### src/rtl/sprite_line_fetcher.sv
// Per-scanline sprite row fetcher: walks NUM_SPR slots one ROM read per cycle, commits rows atomically.
// Optional horizontal flip per slot when SPRITE_HFLIP_EN is defined.
module sprite_line_fetcher #(
  parameter int NUM_SPR = 5,
  parameter int SPR_H   = 32
) (
  input  logic                   Clk,
  input  logic                   Reset,
  input  logic                   line_start,
  input  logic [9:0]             line_y,
  input  logic [NUM_SPR-1:0]     spr_en,
  input  logic [NUM_SPR*10-1:0]  spr_y,
  input  logic [NUM_SPR*3-1:0]   spr_kind,
`ifdef SPRITE_HFLIP_EN
  input  logic [NUM_SPR-1:0]     spr_hflip,
`endif
  output logic [7:0]             rom_addr,
  input  logic [31:0]            rom_data,
  output logic [NUM_SPR*32-1:0]  row_data,
  output logic [NUM_SPR-1:0]     row_hit,
  output logic                   busy,
  output logic                   done
);

  localparam int IDX_W = (NUM_SPR > 1) ? $clog2(NUM_SPR) : 1;
  localparam logic [IDX_W-1:0] LAST_IDX = IDX_W'(NUM_SPR - 1);
  localparam logic [9:0] HEIGHT = 10'(SPR_H);

  typedef enum logic [1:0] {IDLE, FETCH, COMMIT} state_t;

  state_t                  state, state_nxt;
  logic [IDX_W-1:0]        idx;
  logic [9:0]              snap_line;
  logic [NUM_SPR-1:0]      snap_en;
  logic [NUM_SPR*10-1:0]   snap_y;
  logic [NUM_SPR*3-1:0]    snap_kind;
`ifdef SPRITE_HFLIP_EN
  logic [NUM_SPR-1:0]      snap_flip;
`endif
  logic [NUM_SPR*32-1:0]   shadow;
  logic [NUM_SPR-1:0]      shadow_hit;

  logic                    cur_en;
  logic [9:0]              cur_y;
  logic [2:0]              cur_kind;
  logic [9:0]              diff;
  logic                    hit;
  logic [31:0]             row_val;

  always_comb begin
    state_nxt = state;
    case (state)
      IDLE:    if (line_start) state_nxt = FETCH;
      FETCH:   if (idx == LAST_IDX) state_nxt = COMMIT;
      COMMIT:  state_nxt = IDLE;
      default: state_nxt = IDLE;
    endcase
  end

  assign busy = (state != IDLE);

  // Unsigned compare with no wrap: a sprite whose top lies below the line always misses.
  always_comb begin
    cur_en   = snap_en[idx];
    cur_y    = snap_y[idx*10 +: 10];
    cur_kind = snap_kind[idx*3 +: 3];
    diff     = snap_line - cur_y;
    hit      = (state == FETCH) && cur_en && (cur_kind <= 3'd4) &&
               (snap_line >= cur_y) && (diff < HEIGHT);
    rom_addr = hit ? ({cur_kind, 5'b0} + {3'b0, diff[4:0]}) : 8'd0;
    row_val  = hit ? rom_data : 32'd0;
`ifdef SPRITE_HFLIP_EN
    if (hit && snap_flip[idx]) begin
      for (int b = 0; b < 32; b++) row_val[b] = rom_data[31-b];
    end
`endif
  end

  always_ff @(posedge Clk or posedge Reset) begin
    if (Reset) state <= IDLE;
    else       state <= state_nxt;
  end

  always_ff @(posedge Clk or posedge Reset) begin
    if (Reset) begin
      idx        <= '0;
      snap_line  <= '0;
      snap_en    <= '0;
      snap_y     <= '0;
      snap_kind  <= '0;
`ifdef SPRITE_HFLIP_EN
      snap_flip  <= '0;
`endif
      shadow     <= '0;
      shadow_hit <= '0;
      row_data   <= '0;
      row_hit    <= '0;
      done       <= 1'b0;
    end else begin
      if (state == IDLE && line_start) begin
        idx       <= '0;
        snap_line <= line_y;
        snap_en   <= spr_en;
        snap_y    <= spr_y;
        snap_kind <= spr_kind;
`ifdef SPRITE_HFLIP_EN
        snap_flip <= spr_hflip;
`endif
      end
      if (state == FETCH) begin
        shadow[idx*32 +: 32] <= row_val;
        shadow_hit[idx]      <= hit;
        idx                  <= (idx == LAST_IDX) ? '0 : idx + 1'b1;
      end
      if (state == COMMIT) begin
        row_data <= shadow;
        row_hit  <= shadow_hit;
      end
      done <= (state == COMMIT);
    end
  end

endmodule
### config.mk
export PLATFORM = sky130hd
export DESIGN_NAME = sprite_line_fetcher
export DESIGN_NICKNAME = d
export VERILOG_FILES = /design/src/rtl/sprite_line_fetcher.sv
export SDC_FILE = /design/constraint.sdc
export NUM_CORES = 1
export LEC_CHECK = 0
export CORE_AREA = 4 4 149 258
export CTS_CLUSTER_DIAMETER = 50
export DETAILED_ROUTE_END_ITERATION = 10
export DIE_AREA = 0 0 153 262
export DONT_BUFFER_PORTS = 1
export PLACE_DENSITY = 0.64
export SLEW_MARGIN = 20
export SYNTH_ARGS = -nofsm -noshare
export SYNTH_HDL_FRONTEND = slang
export SYNTH_SLANG_ARGS = --single-unit
### constraint.sdc
create_clock -name Clk -period 36.1 [get_ports Clk]
set_input_delay 7.22 -clock Clk [delete_from_list [all_inputs] [get_ports Clk]]
set_output_delay 7.22 -clock Clk [all_outputs]
set_load 0.01 [all_outputs]
==> flow_metrics.tcl <==
set metrics [dict create \
    outcome "finished clean" \
    start_kind "flop" \
    clock_tree.root_cell "clkbuf_16" \
    max_freq_ghz 0.0829 \
    clk_latency_ns 0.53 \
    ys_async_sr_fraction 1.00 \
    worst-path-buf-inv 2 \
    postCtsSetupBuffers 0 \
    avgViaCountPerCell 6.02 \
    worstPathCellList "inv_2 -> nand2_1 -> o22ai_1 -> ha_1 -> inv_1 -> fa_1 -> a21o_1 -> a21oi_1 -> o221a_2 -> o221ai_2 -> or4_4 -> a211oi_1" \
    syn_area_per_cell_um2 13.7 \
    drc 0 \
    start_util 0.487 \
    die_x_um 153 \
    hold_path_depth 2 \
    antenna_found_initial 1 \
    critPathRequiredTime_ns 28.88 \
    grt_max_degree 167 \
    final_core_util 0.535 \
    yosysTopAreaCellShare 0.591 \
    worst_pin_slew_ns 1.11 \
    peakVddDrop_mv 0.117 \
    first_pass_iters 4 \
    dp_hpwl_um 28300 \
    overflow 0 \
    antenna-diode-count 0 \
    dr_total_vias 10500 \
    synth_area_leaders "dfrtp_1 59%, mux2_2 16%, a41o_1 9.1%, nor2b_1 5.8%, clkbuf_1 1.4%" \
    grt_usage 0.217 \
    grt_pass1_vias 11000 \
    yosys-top-cells-count "416 x dfrtp_1, 247 x mux2_2, 163 x nor2b_1, 160 x a41o_1, 67 x clkbuf_1" \
    cp_max_fo 18 \
    synth-seq-cells 416 \
    synthSimpleGateAreaFrac 0.0816 \
    arrival_ns 4.84 \
    htreeDepth 2 \
    finalCriticalPeriod_ns 12.06 \
    muxShareOfSynthArea 0.172 \
    synth_area_um2 17600 \
    slew_viol_final 0 \
    synth_cell_types 48 \
    fin_setup_tns_ns 0 \
    synth_top_area_cell "dfrtp_1" \
    finalHoldViolCount 0 \
    yosysSeqAreaShare 0.591 \
    drt-initial-drc-count 400 \
    yosysWarningCount 0 \
    crit_type "reg2out" \
    worstHoldPathType "reg2reg" \
    reg2reg_slack_ns 30.67 \
    drv_cap 0 \
    die-area_um2 40100 \
    synth_fa_ha_area_frac 0.0111 \
    rsz0062_at_grt "no" \
    area_growth_pct 9.93 \
    fin_nets 1373 \
    wl_per_cell_um 25.3 \
    dp_slack_ns 24.56 \
    synth_top_family_by_area "multiplexers" \
    clockBufferDepth 3 \
    power_density_nw_per_um2 82.1 \
    fin_total_pwr_uw 1590 \
    slew_headroom 0.262 \
    cts_sinks 416 \
    place_congestion 0.898 \
    numPortBuffers 0 \
    clkTransAtPathRegs_ns 0.06 \
    coreArea_um2 36100 \
    slowest_stage "dfrtp_1" \
    p_leak_uw 0.0105 \
    ff2ff_path_depth 14 \
    die_h_um 262 \
    min_period_over_period 0.334 \
    setup_viol 0 \
    synth_compound_gate_area_share 0.114 \
    synthesis.nets 1419 \
    synthFlopType "dfrtp_1" \
    wl_um 44000 \
    cts_tree "yes" \
    ant_nets 0 \
    synth_xor_area_frac 0.00348 \
    row_count 92 \
    cp-end-kind "output port" \
    grt_pass1_wl_um 68200 \
    synth_edf_count 0 \
    cts_resized 0 \
    cts_buffers 40 \
    critPathMaxStageDelay_ns 0.72 \
    ioPinCount 290 \
    setup_ws_ns 24.04 \
    critPathTopFamily "compound AO/OA/AOI/OAI gates" \
    drive_above_1_share 0.271 \
    yosysMostFrequentCell "dfrtp_1" \
    syn_inst 1289 \
    skew_ns 0.0116 \
    crit_cells 12 \
    hold_buffers 0 \
]
[state kept, by name, summed over array words and instances, names as in the netlist]
signal      count
done            1
idx             3
row_data      160
row_hit         5
shadow        160
shadow_hit      5
snap_en         5
snap_kind      15
snap_line      10
snap_y         50
state           2
[worst min-delay path, stage by stage, from the launching register on]
cell and delay (ns):
dfrtp_1 0.34, nand2_1 0.05, o31ai_1 0.05
[cell type report]
type | count | area, µm²
clock buffer | 56 | 1150
fill | 3020 | 16800
tap | 470 | 588
inverter | 7 | 33.8
sequential | 416 | 10400
multi-input combinational | 762 | 6790
timing repair buffer | 16 | 158
clock inverter | 13 | 216
[cell families (layout without fill, tap and decap cells)]
group	count (synthesis)	count (layout)
buffers and inverters	111	92
flip-flops	416	416
XOR/XNOR	7	7
AO/OA/AOI/OAI	224	224
adder cells (fa/ha/maj)	15	15
AND/OR/NAND/NOR	244	244
multiplexers	272	272
[where the power goes]
part | switching, µW | leakage [µW] | internal, µW
Sequential | 54.0 | 0.00563 | 532
Clock | 178 | 0.000665 | 260
Combinational | 393 | 0.00418 | 172
Total | 625 | 0.0105 | 963
[metrics by stage]
stage | cells | area (µm²) | hold WS (ns)
final | 1740 | 19300 | 0.475
after global placement | 1670 | 18000 | 0.465
after floorplan | 1289 | 17600 | 0.442
after CTS | 1739 | 19300 | 0.483
after global routing | 1740 | 19300 | 0.508
after detailed placement | 1670 | 18000 | 0.468
[path summary, 6_finish.rpt]
check,start,to
hold reg to reg,shadow_hit[0],shadow_hit[0]
setup / recovery,idx[2],rom_addr[5]
hold / removal,shadow_hit[0],shadow_hit[0]
setup reg to reg,idx[2],shadow[29]
max in group asynchronous,Reset,row_data[140]
min in group asynchronous,Reset,snap_y[23]
[layer usage]
metal | global-route usage | vias up | routed length (µm)
li1 | - | 4654 | -
met1 | 0.246 | 5428 | 16100
met2 | 0.385 | 311 | 22700
met3 | 0.0704 | 77 | 3480
met4 | 0.0798 | 0 | 1670
met5 | 0 | - | 0
[cell usage in the layout, fill, tap and decap left out, types with 3 or more instances in the layout]
| cell | instances |
|---|---|
| dfrtp_1 | 416 |
| mux2_2 | 247 |
| nor2b_1 | 162 |
| a41o_1 | 160 |
| clkbuf_16 | 41 |
| nand2_1 | 27 |
| mux2i_1 | 25 |
| a21oi_1 | 20 |
| nor2_1 | 19 |
| o21ai_0 | 17 |
| ha_1 | 14 |
| buf_4 | 13 |
| clkbuf_1 | 8 |
| clkbuf_8 | 7 |
| nor3_1 | 6 |
| inv_1 | 5 |
| xnor2_1 | 5 |
| bufinv_16 | 5 |
| a211oi_1 | 4 |
| a31oi_1 | 4 |
| nor2_4 | 3 |
| a21o_1 | 3 |
| nand4_1 | 3 |
| nand3b_1 | 3 |
| o31ai_1 | 3 |
| o41ai_1 | 3 |
| clkinv_2 | 3 |
| buf_12 | 3 |
Note: power is estimated with default switching activity, not from simulation.
